File: src/rtl/cdc_pkg.sv
// ---------------------------------------------------------------------------
// cdc_pkg
//   Shared definitions for the cdc_handshake_tx source-side 4-phase crossing:
//   FSM state encoding and default parameter values.
// ---------------------------------------------------------------------------
package cdc_pkg;

    // 2-bit state encoding, fixed so external debug taps stay meaningful.
    typedef enum logic [1:0] {
        ST_IDLE  = 2'd0,
        ST_SETUP = 2'd1,
        ST_REQ   = 2'd2,
        ST_REL   = 2'd3
    } cdc_state_e;

    localparam int unsigned CDC_WIDTH_DEFAULT       = 8;
    localparam int unsigned CDC_SYNC_STAGES_DEFAULT = 2;
    localparam int unsigned CDC_TIMEOUT_DEFAULT     = 1023;

endpackage : cdc_pkg

File: src/rtl/sync_chain.sv
// ---------------------------------------------------------------------------
// sync_chain
//   N-flop single-bit synchronizer for an asynchronous input. All flops reset
//   to 0, so the output reads 0 until the input has travelled the full chain.
//
// Ports
//   clock    in  1  destination clock
//   reset_n  in  1  asynchronous active-low reset
//   d_i      in  1  asynchronous input bit
//   q_o      out 1  synchronized bit (SYNC_STAGES cycles latency, +1 uncertainty)
// ---------------------------------------------------------------------------
module sync_chain
    import cdc_pkg::*;
#(
    parameter int unsigned SYNC_STAGES = CDC_SYNC_STAGES_DEFAULT
) (
    input  logic clock,
    input  logic reset_n,
    input  logic d_i,
    output logic q_o
);

    logic [SYNC_STAGES-1:0] sync_q;

    always_ff @(posedge clock or negedge reset_n) begin
        if (!reset_n) begin
            sync_q <= '0;
        end else begin
            sync_q <= {sync_q[SYNC_STAGES-2:0], d_i};
        end
    end

    assign q_o = sync_q[SYNC_STAGES-1];

endmodule : sync_chain

File: src/rtl/cdc_handshake_tx.sv
// ---------------------------------------------------------------------------
// cdc_handshake_tx
//   Source end of a 4-phase req/ack clock-domain crossing. A word accepted on
//   in_valid/in_ready is registered onto tx_data, then tx_req is raised one
//   cycle later. The transfer completes once the synchronized tx_ack has risen
//   and fallen again, at which point done pulses for one cycle.
//
//   Optional feature macro: CDC_TX_TIMEOUT_EN
//     defined   : REQ gives up after TIMEOUT_CYCLES cycles without ack,
//                 drops tx_req, pulses err, then still waits for ack low.
//     undefined : REQ waits indefinitely, err is tied 0.
//
// Ports
//   clock     in  1      single clock, all state on posedge
//   reset_n   in  1      asynchronous active-low reset
//   in_valid  in  1      local word offered
//   in_data   in  WIDTH  local word, taken when in_valid && in_ready
//   in_ready  out 1      block can accept a word this cycle
//   tx_req    out 1      registered request to the remote domain
//   tx_data   out WIDTH  registered word, stable from before tx_req until ack falls
//   tx_ack    in  1      asynchronous acknowledge from the remote domain
//   done      out 1      one-cycle pulse when a handshake fully completes
//   err       out 1      one-cycle pulse on request timeout (feature builds only)
// ---------------------------------------------------------------------------
module cdc_handshake_tx
    import cdc_pkg::*;
#(
    parameter int unsigned WIDTH          = CDC_WIDTH_DEFAULT,
    parameter int unsigned SYNC_STAGES    = CDC_SYNC_STAGES_DEFAULT,
    parameter int unsigned TIMEOUT_CYCLES = CDC_TIMEOUT_DEFAULT
) (
    input  logic             clock,
    input  logic             reset_n,
    input  logic             in_valid,
    input  logic [WIDTH-1:0] in_data,
    output logic             in_ready,
    output logic             tx_req,
    output logic [WIDTH-1:0] tx_data,
    input  logic             tx_ack,
    output logic             done,
    output logic             err
);

    if (WIDTH < 1 || SYNC_STAGES < 2 || TIMEOUT_CYCLES < 1) begin : g_param_check
        $error("cdc_handshake_tx: WIDTH>=1, SYNC_STAGES>=2, TIMEOUT_CYCLES>=1 required");
    end

    logic ack_s;

    sync_chain #(
        .SYNC_STAGES(SYNC_STAGES)
    ) u_ack_sync (
        .clock  (clock),
        .reset_n(reset_n),
        .d_i    (tx_ack),
        .q_o    (ack_s)
    );

    cdc_state_e             state_q, state_d;
    logic [WIDTH-1:0]       data_q,  data_d;
    logic                   req_q,   req_d;
    logic                   done_q,  done_d;
    // Fills with ones over the first SYNC_STAGES cycles after reset. Until it is
    // full, ack_s still reflects the reset value of the synchronizer rather than
    // the real tx_ack, so a stale high ack would otherwise be missed.
    logic [SYNC_STAGES-1:0] prime_q;
    logic                   accept_ok;

`ifdef CDC_TX_TIMEOUT_EN
    localparam int unsigned  CNT_W   = $clog2(TIMEOUT_CYCLES + 1);
    localparam logic [CNT_W-1:0] CNT_MAX = CNT_W'(TIMEOUT_CYCLES);

    logic [CNT_W-1:0] cnt_q,   cnt_d;
    logic             abort_q, abort_d;
    logic             err_q,   err_d;
`endif

    assign accept_ok = (state_q == ST_IDLE) && prime_q[SYNC_STAGES-1] && !ack_s;

    always_comb begin
        state_d = state_q;
        data_d  = data_q;
        req_d   = req_q;
        done_d  = 1'b0;
`ifdef CDC_TX_TIMEOUT_EN
        cnt_d   = cnt_q;
        abort_d = abort_q;
        err_d   = 1'b0;
`endif
        unique case (state_q)
            ST_IDLE: begin
                if (in_valid && accept_ok) begin
                    data_d  = in_data;
                    state_d = ST_SETUP;
                end
            end
            ST_SETUP: begin
                // ack_s is deliberately not looked at here; REQ re-checks it.
                req_d   = 1'b1;
                state_d = ST_REQ;
`ifdef CDC_TX_TIMEOUT_EN
                cnt_d   = '0;
`endif
            end
            ST_REQ: begin
                if (ack_s) begin
                    req_d   = 1'b0;
                    state_d = ST_REL;
                end
`ifdef CDC_TX_TIMEOUT_EN
                else begin
                    if (cnt_q != CNT_MAX) begin
                        cnt_d = cnt_q + CNT_W'(1);
                    end
                    if (cnt_d == CNT_MAX) begin
                        req_d   = 1'b0;
                        err_d   = 1'b1;
                        abort_d = 1'b1;
                        state_d = ST_REL;
                    end
                end
`endif
            end
            ST_REL: begin
                if (!ack_s) begin
                    state_d = ST_IDLE;
`ifdef CDC_TX_TIMEOUT_EN
                    // An aborted word ends silently: err already reported it.
                    done_d  = !abort_q;
                    abort_d = 1'b0;
`else
                    done_d  = 1'b1;
`endif
                end
            end
            default: begin
                state_d = ST_IDLE;
                req_d   = 1'b0;
            end
        endcase
    end

    always_ff @(posedge clock or negedge reset_n) begin
        if (!reset_n) begin
            state_q <= ST_IDLE;
            data_q  <= '0;
            req_q   <= 1'b0;
            done_q  <= 1'b0;
            prime_q <= '0;
`ifdef CDC_TX_TIMEOUT_EN
            cnt_q   <= '0;
            abort_q <= 1'b0;
            err_q   <= 1'b0;
`endif
        end else begin
            state_q <= state_d;
            data_q  <= data_d;
            req_q   <= req_d;
            done_q  <= done_d;
            prime_q <= {prime_q[SYNC_STAGES-2:0], 1'b1};
`ifdef CDC_TX_TIMEOUT_EN
            cnt_q   <= cnt_d;
            abort_q <= abort_d;
            err_q   <= err_d;
`endif
        end
    end

    assign in_ready = accept_ok;
    assign tx_req   = req_q;
    assign tx_data  = data_q;
    assign done     = done_q;
`ifdef CDC_TX_TIMEOUT_EN
    assign err      = err_q;
`else
    assign err      = 1'b0;
`endif

endmodule : cdc_handshake_tx
File: config.mk
export PLATFORM = sky130hd
export DESIGN_NAME = cdc_handshake_tx
export DESIGN_NICKNAME = d
export VERILOG_FILES = /design/src/rtl/cdc_pkg.sv /design/src/rtl/sync_chain.sv /design/src/rtl/cdc_handshake_tx.sv
export SDC_FILE = /design/constraint.sdc
export NUM_CORES = 1
export LEC_CHECK = 0
export ABC_AREA = 1
export BUFFER_PORTS_ARGS = -buffer_cell sky130_fd_sc_hd__buf_2
export CAP_MARGIN = 5
export CORE_MARGIN = 2
export CORE_UTILIZATION = 40
export DETAILED_ROUTE_END_ITERATION = 10
export MAX_ROUTING_LAYER = met4
export PLACE_DENSITY = 0.64
export RECOVER_POWER = 50
export SLEW_MARGIN = 20
export SYNTH_ARGS = -nofsm -noshare
export SYNTH_HDL_FRONTEND = slang
export SYNTH_SLANG_ARGS = --single-unit
export TNS_END_PERCENT = 30
File: constraint.sdc
create_clock -name clock -period 3.8 [get_ports clock]
set_input_delay 0.38 -clock clock [delete_from_list [all_inputs] [get_ports clock]]
set_output_delay 0.38 -clock clock [all_outputs]
set_load 0.05 [all_outputs]
==> results of run 1 <==
[cell families after synthesis]
logic type / after synthesis / share of synthesized area (%)
AND/OR/NAND/NOR: 40 / 27.9
flip-flops: 16 / 58.0
buffers and inverters: 6 / 4.35
adder cells (fa/ha/maj): 4 / 7.25
AO/OA/AOI/OAI: 2 / 1.45
other: 2 / 1.09
[per-stage QoR]
stage	power, mW	area, sq um
after detailed placement	0.674	807
final	0.775	852
after global routing	0.833	852
after floorplan	0.584	691
after CTS	0.787	853
after global placement	0.666	807
[worst reg2reg max path: cells and delay by family, from the launching register on]
kind	cells	cell delay (ns)
flops	1	0.42
simple gates	5	0.50
buf+inv	1	0.09
fa+ha+maj	1	0.27
[area by class of cell]
class | instances | area [sq um] | share of cell area [%]
clock buffers | 4 | 36.3 | 4.26
inverters | 4 | 15.0 | 1.76
multi-input cells | 48 | 260 | 30.5
flip-flops and latches | 16 | 400 | 47.0
well taps | 17 | 21.3 | 2.50
repair buffers | 23 | 119 | 14.0
[Yosys cell counts]
cell type and number:
nand3_1 10, buf_4 2, inv_2 1, inv_1 3
nor2_4 1, nor2_1 2, or2_2 1, o21ai_0 2
dfrtp_1 16, nand4_4 1, conb_1 2, ha_1 4
nand2_1 24, nand2_2 1
[sequential cells by signal, indices dropped and copies added (netlist names)]
signal             count
tx_req                 1
u_ack_sync.sync_q      2
state_q                2
prime_q                2
tx_data                8
done                   1
[layer usage]
metal / vias up / GRT usage [%] / wire [um]
li1: 270 / - / -
met1: 232 / 17.4 / 501
met2: 10 / 16.9 / 551
met3: 0 / 6.35 / 67
met4: 0 / 1.76 / 0
met5: - / - / 0
[final timing paths]
path	start	to	slack [ns]	depth (start not counted)
max	state_q[0]$_DFFE_PN0P_	in_ready	1.76	5
min	tx_ack	u_ack_sync.sync_q[0]$_DFF_PN0_	0.20	1
max reg2reg	state_q[0]$_DFFE_PN0P_	state_q[0]$_DFFE_PN0P_	2.42	7
min reg2reg	prime_q[0]$_DFF_PN0_	prime_q[1]$_DFF_PN0_	0.35	0
max in group asynchronous	reset_n	u_ack_sync.sync_q[1]$_DFF_PN0_	2.59	2
min in group asynchronous	reset_n	tx_data[4]$_DFFE_PN0P_	0.70	2
[layout by cell type, fill, tap and decap left out]
cell	count
inv_1	3
nor2_4	1
conb_1	2
inv_2	1
dfrtp_1	16
or2_2	1
nand3_1	10
nand4_4	1
buf_2	21
clkbuf_1	1
dlygate4sd3_1	1
clkbuf_8	1
nor2_1	2
o21ai_0	2
nand2_2	1
nand2_1	24
clkbuf_4	3
ha_1	4
[power groups by stage]
stage	sequential, mW	combinational [mW]	clock [mW]
global placement	0.272	0.394	0
global route	0.279	0.439	0.115
detailed placement	0.274	0.401	0
finish	0.270	0.397	0.108
CTS	0.271	0.403	0.113
floorplan	0.453	0.131	0
==> summary.txt, run 1 <==
Global route
  • Global-route wire length before repair: 1.75 mm
  • Pin count of the biggest net entering global routing: 17
  • Vias in the first global route: 420
  • Grt ovf: 0
  • GRT Overall Usage: 12.6%
  • Initial antenna violation count: 0

Floorplan
  • Die Ht: 45.6 um
  • Die ar.: 0.00208 sq mm
  • Num ports: 24
  • CORE AREA: 0.00167 sq mm
  • Die width: 45.6 um
  • Initial core utilization: 41.3%
  • # rows: 15

Drt
  • Final wirelength: 1.12 mm
  • Vias per inst: 4.57
  • Total number of vias: 512
  • Initial DRT Pass Iterations: 3
  • Initial detailed-routing violation count: 5
  • Post-route ant nets: 0
  • Drt wl/cell: 10.0 um
  • Drt drc: 0

Clocking
  • Post-cts sizing count: 0
  • Hold-fix buffers, CTS: 1
  • Clock slew at reported path FFs: 0.08 ns
  • CTS tree: done
  • Clock Latency Late Sink: 0.28 ns
  • Setup Buffers After CTS: 0
  • Clk root buf: clkbuf_4
  • Sink Count: 16
  • Clock tree buffer depth: 2
  • H-tree Lvls: 1
  • CTS buffer count: 3

STA
  • Final count of negative-setup-slack endpoints: 0
  • Worst Max-Slew Pin Slew: 0.826 ns
  • Tcrit/Tclk final: 53.8%
  • Post-layout min period: 2.04 ns
  • Final hold slack: 0.205 ns
  • Final Hold Viols: 0
  • Slew headroom: 44.9%
  • Maximum clock rate: 490 MHz
  • Layout Skew: 0.00685 ns
  • Setup ws final: 1.76 ns
  • Unrepaired setup endpoints after global routing: no
  • Final Max Slew Viols: 0
  • Setup TNS: 0 ns

Critical path
  • Largest stage delay on the critical path: 0.42 ns
  • CP Buf/Inv Count: 2
  • Worst EP arrival: 1.66 ns
  • Highest fanout seen on the critical path: 9
  • WP data required: 3.42 ns
  • Crit-path leading delay family: flip-flops
  • Worst setup SP type: flop
  • Critical-path top delay cell: dfrtp_1
  • Worst path cell trace: inv_1 -> ha_1 -> nand2_1 -> nor2_4 -> buf_2
  • Crit path kind: flop to output port
  • Crit. End Element: output port

Finish
  • Post-Layout Cell Count: 112
  • Nets: 112
  • P&R area growth vs syn: 23.4%
  • Util after Layout: 51.0%
  • Filler cells: 147
  • Ant. Diodes: 0
  • Share of cells above drive strength 1: 31.6%

Placement
  • Port bufs: 22
  • GPL Wtd Cong: 0.775
  • Placed insts: 107
  • Post-DP HPWL: 856 um
  • Pre-CTS WS: 2.04 ns

Pwr
  • Combinational share of power: 51.3%
  • Worst VDD drop: 0.000420 V
  • Sw Share: 49.6%
  • P_int: 0.391 mW
  • P_leak: 0.477 nW
  • PD cells: 910 mW/mm^2
  • Clk pwr share: 13.9%
  • Flop pwr share: 34.8%
  • Psw: 0.384 mW

Outcome
  • Status: finished clean

Synthesis
  • Average cell area after synthesis: 9.87 sq um
  • Area share of the largest cell type after synthesis: 58.0%
  • Register area share after synthesis: 58.0%
  • Yosys warns: 0
  • Ranking of synthesized cells by area: dfrtp_1, nand2_1, ha_1
  • Gate Count Post-Synth: 70
  • Netlist cell types: 14
  • Synth area leader: dfrtp_1
  • Seq cells post-synth: 16
  • Mapped Nets: 86
  • Synth Cell Area: 691 sq um

Hold path
  • Hold Crit Class: input port to flop

Job
  • Max-cap violations: 0
Note: power is estimated with default switching activity, not from simulation.
==> run 2, diff against run 1 <==
==> constraint.sdc (replaced) <==
create_clock -name clock -period 2 [get_ports clock]
set_input_delay 0.2 -clock clock [delete_from_list [all_inputs] [get_ports clock]]
set_output_delay 0.2 -clock clock [all_outputs]
set_load 0.05 [all_outputs]
==> run 2 against run 1 <==
Compared with the run above: register-to-register slack lost 1.8 ns; sequential share of layout area fell by 0.14 points; combinational power grew 91%; first-iteration DRC count is 80% higher; clock skew is 0.0052 ns lower; clock power up 94%; utilization rose by 0.15 points; cell area up 0.29%; critical path type unchanged; critical endpoint unchanged; highest routed layer is now met4.
==> summary.txt, run 2 (synthesis gave the netlist of run 1 again) <==
Hold path
  • Hold Crit Class: input port to flop
  • Hold_sp: tx_ack

Pwr
  • Combinational share of power: 51.1% (-0.2 points)
  • P_int: 0.744 mW (+90%)
  • Sw Share: 49.8% (+0.22 points)
  • P_leak: 0.476 nW (about the same)
  • PD cells: 1730 mW/mm^2 (+91%)
  • Flop pwr share: 34.7% (about the same)
  • Worst VDD drop: 0.000665 V (+59%)
  • Psw: 0.738 mW (+92%)
  • Total power: 1.48 mW (+91%)
  • Clk pwr share: 14.2% (+0.3 points)

Finish
  • Post-Layout Cell Count: 112 (unchanged)
  • Area occupied by multi-input gates: 260 sq um (unchanged)
  • Max FFs per register: 8 (unchanged)
  • Filler cells: 156 (+6.1%)
  • Sequential cell area: 400 sq um (unchanged)
  • Most frequent cells in the layout: nand2_1, buf_2, dfrtp_1
  • Share of cells above drive strength 1: 31.6% (unchanged)
  • Most common cell after layout, fill and taps aside: nand2_1
  • P&R area growth vs syn: 23.7%
  • Nets: 112 (unchanged)
  • Ant. Diodes: 0 (unchanged)
  • Final Cell Area: 855 sq um (+0.29%)

STA
  • Final Max Slew Viols: 0 (unchanged)
  • Unrepaired setup endpoints after global routing: no
  • Setup TNS: 0 ns (unchanged)
  • Final Hold Viols: 0 (unchanged)
  • Slew headroom: 44.7% (-0.23 points)
  • Worst Max-Slew Pin Slew: 0.829 ns (+0.00339 ns)
  • Tcrit/Tclk final: 92.5%
  • Post-layout min period: 1.85 ns
  • Setup ws final: 0.149 ns (-1.61 ns)
  • Final count of negative-setup-slack endpoints: 0 (unchanged)
  • Maximum clock rate: 540 MHz
  • Layout Skew: 0.00165 ns (-0.00520 ns)

Global route
  • Vias in the first global route: 400 (-4.8%)
  • Initial antenna violation count: 0 (unchanged)
  • Pin count of the biggest net entering global routing: 17 (unchanged)
  • Global-route wire length before repair: 1.72 mm (-1.5%)
  • GRT Overall Usage: 12.6% (+0.032 points)
  • Grt ovf: 0 (unchanged)

Drt
  • Total number of vias: 528 (+3.1%)
  • Drt drc: 0 (unchanged)
  • Metal3 WL: 47 um (-30%)
  • DRT met1 WL: 544 um (+8.6%)
  • Initial detailed-routing violation count: 9 (+4)
  • Post-route ant nets: 0 (unchanged)
  • Drt wl/cell: 10.3 um (+3.3%)
  • Vias per inst: 4.71 (+3.1%)
  • Initial DRT Pass Iterations: 4 (+1)
  • Final wirelength: 1.16 mm (+3.3%)
  • Top sig layer: met4
  • DR WL met2: 534 um (-3.1%)

Job
  • Max-cap violations: 0 (unchanged)

Placement
  • GPL Wtd Cong: 0.773 (-0.32%)
  • Pre-CTS WS: 0.431 ns (-1.61 ns)
  • Placed insts: 107 (unchanged)
  • Port bufs: 22 (unchanged)
  • DP Area: 807 sq um (unchanged)
  • Post-DP HPWL: 870 um (+1.6%)

Clocking
  • CTS tree: done
  • Clock slew at reported path FFs: 0.09 ns (about the same)
  • Clock tree buffer depth: 2 (unchanged)
  • Sink Count: 16 (unchanged)
  • H-tree Lvls: 1 (unchanged)
  • Clock Latency Late Sink: 0.28 ns (about the same)
  • Clk root buf: clkbuf_4
  • CTS buffer count: 3 (unchanged)

Critical path
  • Crit path kind: flop to output port
  • Crit-path leading delay family: flip-flops
  • Largest stage delay on the critical path: 0.43 ns (about the same)
  • Worst setup SP type: flop
  • Worst EP arrival: 1.65 ns (about the same)
  • Crit. End Element: output port
  • Critical-path top delay cell: dfrtp_1
  • R2R Path Start: state_q[1]$_DFFE_PN0P_
  • CP Buf/Inv Count: 2 (unchanged)
  • Critical Path Start: state_q[1]$_DFFE_PN0P_
  • WP data required: 1.80 ns (-1.62 ns)
  • Worst path cell trace: inv_1 -> ha_1 -> nand2_1 -> nor2_4 -> clkbuf_4
  • Highest fanout seen on the critical path: 9 (unchanged)

Outcome
  • Status: finished clean

Floorplan
  • # rows: 15 (unchanged)
  • Die Ht: 45.6 um (unchanged)
  • Initial core utilization: 41.3% (unchanged)
  • Die ar.: 0.00208 sq mm (unchanged)
  • Num ports: 24 (unchanged)
  • CORE AREA: 0.00167 sq mm (unchanged)
  • Die width: 45.6 um (unchanged)
## run 2: power groups by stage
stage	registers (mW)	clock network [mW]	logic (mW)
6_report	0.515	0.210	0.757
5_1_grt	0.532	0.225	0.825
4_1_cts	0.516	0.220	0.762
3_5_place_dp	0.523	0	0.759
3_3_place_gp	0.517	0	0.749
2_1_floorplan	0.860	0	0.249
## run 2: cell type report
| class | count | area share, % |
|---|---|---|
| sequential | 16 | 46.9 |
| clock buffer | 4 | 4.25 |
| multi-input combinational | 48 | 30.5 |
| inverter | 4 | 1.76 |
| timing repair buffer | 23 | 14.2 |
| tap | 17 | 2.49 |
## run 2: repair_timing
action / CTS / global route
resized for setup: 0 / 1
buffers inserted: 0 / 0
endpoints found under the setup margin: 0 / 1
hold endpoints to repair: 16 / 0
hold buffers: 1 / 0
## run 2: path summary, 6_finish.rpt
kind | end | slack, ns | cells past startpoint
min in group asynchronous | tx_data[3]$_DFFE_PN0P_ | 0.52 | 2
worst max register to register | state_q[0]$_DFFE_PN0P_ | 0.59 | 7
worst max-delay path | in_ready | 0.15 | 5
max in group asynchronous | prime_q[1]$_DFF_PN0_ | 0.97 | 2
worst min-delay path | u_ack_sync.sync_q[0]$_DFF_PN0_ | 0.01 | 1
worst min register to register | prime_q[1]$_DFF_PN0_ | 0.36 | 0
## run 2: through the flow
stage          util [%]  hold slack, ns
3_3_place_gp       48.3           0.122
4_1_cts            51.1         0.00461
6_report           51.2          0.0140
2_1_floorplan         -         -0.0956
3_5_place_dp       48.3           0.128
5_1_grt            51.2          0.0105
## run 2: routing by layer
metal | track usage (%) | vias to the layer above
li1 | - | 267
met1 | 16.7 | 245
met2 | 16.3 | 12
met3 | 2.38 | 4
met4 | 10.6 | 0
met5 | - | -
==> run 3, diff against run 2 <==
--- a/config.mk
+++ b/config.mk
@@ -13,7 +13,7 @@
 export DETAILED_ROUTE_END_ITERATION = 10
 export MAX_ROUTING_LAYER = met4
 export PLACE_DENSITY = 0.64
-export RECOVER_POWER = 50
+export RECOVER_POWER = 25
 export SLEW_MARGIN = 20
 export SYNTH_ARGS = -nofsm -noshare
 export SYNTH_HDL_FRONTEND = slang
==> constraint.sdc (replaced) <==
create_clock -name clock -period 1.8 [get_ports clock]
set_input_delay 0.18 -clock clock [delete_from_list [all_inputs] [get_ports clock]]
set_output_delay 0.18 -clock clock [all_outputs]
set_load 0.05 [all_outputs]
==> run 3 against run 2 <==
Compared with the run above: wire length is 4.1% higher; count of clock-buffer cells in the layout stayed put; largest cell class unchanged; sequential share of layout area shrank 2.4 points.
==> summary.txt, run 3 (synthesis gave the netlist of run 1 again) <==
Critical path
  • Worst path cell trace: inv_1 -> ha_2 -> nand2_1 -> nor2_4 -> buf_6
  • Worst EP arrival: 1.51 ns (-0.14 ns)
  • Crit. End Element: output port
  • Critical-path top delay cell: dfrtp_1
  • Cells on worst reg2reg path: 7 (unchanged)
  • Crit path kind: flop to output port
  • Largest stage delay on the critical path: 0.43 ns (about the same)
  • Crit path depth: 5 (unchanged)
  • CP Buf/Inv Count: 2 (unchanged)
  • Highest fanout seen on the critical path: 6 (-3)
  • Crit-path leading delay family: flip-flops
  • Worst setup SP type: flop
  • WP data required: 1.62 ns (-0.18 ns)

Drt
  • Drt wl/cell: 10.3 um (-0.30%)
  • Drt drc: 0 (unchanged)
  • Vias per inst: 4.72 (about the same)
  • Initial DRT Pass Iterations: 4 (unchanged)
  • Initial detailed-routing violation count: 9 (unchanged)
  • Total number of vias: 552 (+4.5%)
  • Final wirelength: 1.21 mm (+4.1%)
  • Post-route ant nets: 0 (unchanged)

Floorplan
  • CORE AREA: 0.00167 sq mm (unchanged)
  • Initial core utilization: 41.3% (unchanged)
  • Die ar.: 0.00208 sq mm (unchanged)
  • Num ports: 24 (unchanged)
  • # rows: 15 (unchanged)
  • Die Ht: 45.6 um (unchanged)
  • Die width: 45.6 um (unchanged)

STA
  • Setup TNS: 0 ns (unchanged)
  • Worst Max-Slew Pin Slew: 0.837 ns (+0.00783 ns)
  • Final Hold Viols: 0 (unchanged)
  • Final count of negative-setup-slack endpoints: 0 (unchanged)
  • Maximum clock rate: 591 MHz
  • Post-layout min period: 1.69 ns
  • Tcrit/Tclk final: 94.0%
  • Slew headroom: 44.2% (-0.52 points)
  • Unrepaired setup endpoints after global routing: no
  • Final Max Slew Viols: 0 (unchanged)
  • Layout Skew: 0.00118 ns (-0.000467 ns)

Clocking
  • Sink Count: 16 (unchanged)
  • Clock Latency Late Sink: 0.28 ns (about the same)
  • H-tree Lvls: 1 (unchanged)
  • Clock slew at reported path FFs: 0.09 ns (about the same)
  • Clock tree buffer depth: 2 (unchanged)
  • Clk root buf: clkbuf_4
  • CTS buffer count: 3 (unchanged)
  • CTS tree: done

Finish
  • Post-Layout Cell Count: 117 (+4.5%)
  • Nets: 117 (+4.5%)
  • Area occupied by multi-input gates: 263 sq um (+0.96%)
  • Sequential cell area: 400 sq um (unchanged)
  • Most common cell after layout, fill and taps aside: nand2_1
  • Share of cells above drive strength 1: 35.0% (+3.4 points)
  • Ant. Diodes: 0 (unchanged)
  • Filler cells: 149 (-4.5%)
  • Util after Layout: 53.9% (+2.8 points)
  • Max FFs per register: 8 (unchanged)
  • P&R area growth vs syn: 30.4%
  • Most frequent cells in the layout: nand2_1, buf_2, dfrtp_1

Pwr
  • P_int: 0.854 mW (+15%)
  • P_leak: 0.501 nW (+5.2%)
  • Clk pwr share: 14.1% (about the same)
  • Combinational share of power: 52.0% (+0.9 points)
  • PD cells: 1870 mW/mm^2 (+8.0%)
  • Worst VDD drop: 0.00101 V (+52%)
  • Sw Share: 49.4% (-0.44 points)
  • Flop pwr share: 33.9% (-0.8 points)
  • Psw: 0.833 mW (+13%)

Placement
  • GPL Wtd Cong: 0.773 (about the same)
  • Port bufs: 22 (unchanged)
  • Placed insts: 107 (unchanged)
  • Post-DP HPWL: 853 um (-2.0%)

Global route
  • GRT met1 Usage: 15.2% (-1.5 points)
  • Vias in the first global route: 444 (+11%)
  • Gr busiest metal: met2
  • Grt ovf: 0 (unchanged)
  • Met2 Use GR: 18.0% (+1.7 points)
  • Global-route wire length before repair: 1.75 mm (+2.0%)
  • Met3 usage: 2.38% (unchanged)
  • Initial antenna violation count: 0 (unchanged)
  • Pin count of the biggest net entering global routing: 17 (unchanged)
  • GRT Overall Usage: 12.4% (-0.25 points)

Outcome
  • Status: finished clean

Hold path
  • WHS Path Cells: 3 (+2)
  • Hold Crit Class: input port to flop

Job
  • Max-cap violations: 0 (unchanged)
[run 3: worst paths after layout]
kind | endpoint | slack (ns) | startpoint
setup / recovery | in_ready | 0.11 | state_q[1]$_DFFE_PN0P_
hold / removal | tx_data[4]$_DFFE_PN0P_ | 0.12 | in_data[4]
setup reg to reg | tx_data[7]$_DFFE_PN0P_ | 0.43 | state_q[1]$_DFFE_PN0P_
hold reg to reg | u_ack_sync.sync_q[1]$_DFF_PN0_ | 0.36 | u_ack_sync.sync_q[0]$_DFF_PN0_
max in group asynchronous | state_q[0]$_DFFE_PN0P_ | 0.78 | reset_n
min in group asynchronous | tx_data[4]$_DFFE_PN0P_ | 0.51 | reset_n
[run 3: final cells by class]
| cell class | instances | share of cell area, % |
|---|---|---|
| inverter | 4 | 1.67 |
| clock buffer | 4 | 4.03 |
| sequential | 16 | 44.4 |
| timing repair buffer | 28 | 18.3 |
| multi-input combinational | 48 | 29.2 |
| tap | 17 | 2.36 |
[run 3: layer usage]
| metal | vias to the layer above | routed length, um |
|---|---|---|
| met3 | 4 | 62 |
| met5 | - | 0 |
| met1 | 256 | 531 |
| li1 | 278 | - |
| met4 | 0 | 17 |
| met2 | 14 | 594 |
[run 3: stage by stage]
| step | hold WS, ns | instance area [sq um] | total power, mW | setup WS (ns) |
|---|---|---|---|---|
| 6_report | 0.120 | 901 | 1.69 | 0.108 |
| 5_1_grt | 0.130 | 901 | 1.79 | 0.0167 |
| 4_1_cts | 0.107 | 868 | 1.68 | 0.0404 |
| 3_5_place_dp | 0.103 | 807 | 1.42 | 0.256 |
| 3_3_place_gp | 0.102 | 807 | 1.41 | 0.300 |
| 2_1_floorplan | -0.116 | 691 | 1.23 | 0.371 |
[run 3: what timing repair did]
item,in CTS,in global routing
hold buffers,2,0
pin swaps,0,1
endpoints found under the setup margin,1,1
cloned,0,0
resized for setup,2,1
setup buffers,0,4
endpoints found under the hold margin,17,0
[run 3: power groups by stage]
stage          clock network [mW]  registers (mW)  logic (mW)
6_report                    0.237           0.572       0.878
5_1_grt                     0.252           0.592       0.949
4_1_cts                     0.250           0.572       0.856
3_5_place_dp                    0           0.580       0.841
3_3_place_gp                    0           0.575       0.832
2_1_floorplan                   0           0.956       0.277
[run 3: worst min-delay path: cells and delay by family]
family                 cells  cell delay [ns]
buffers and inverters      1             0.08
and+or+nand+nor            2             0.12
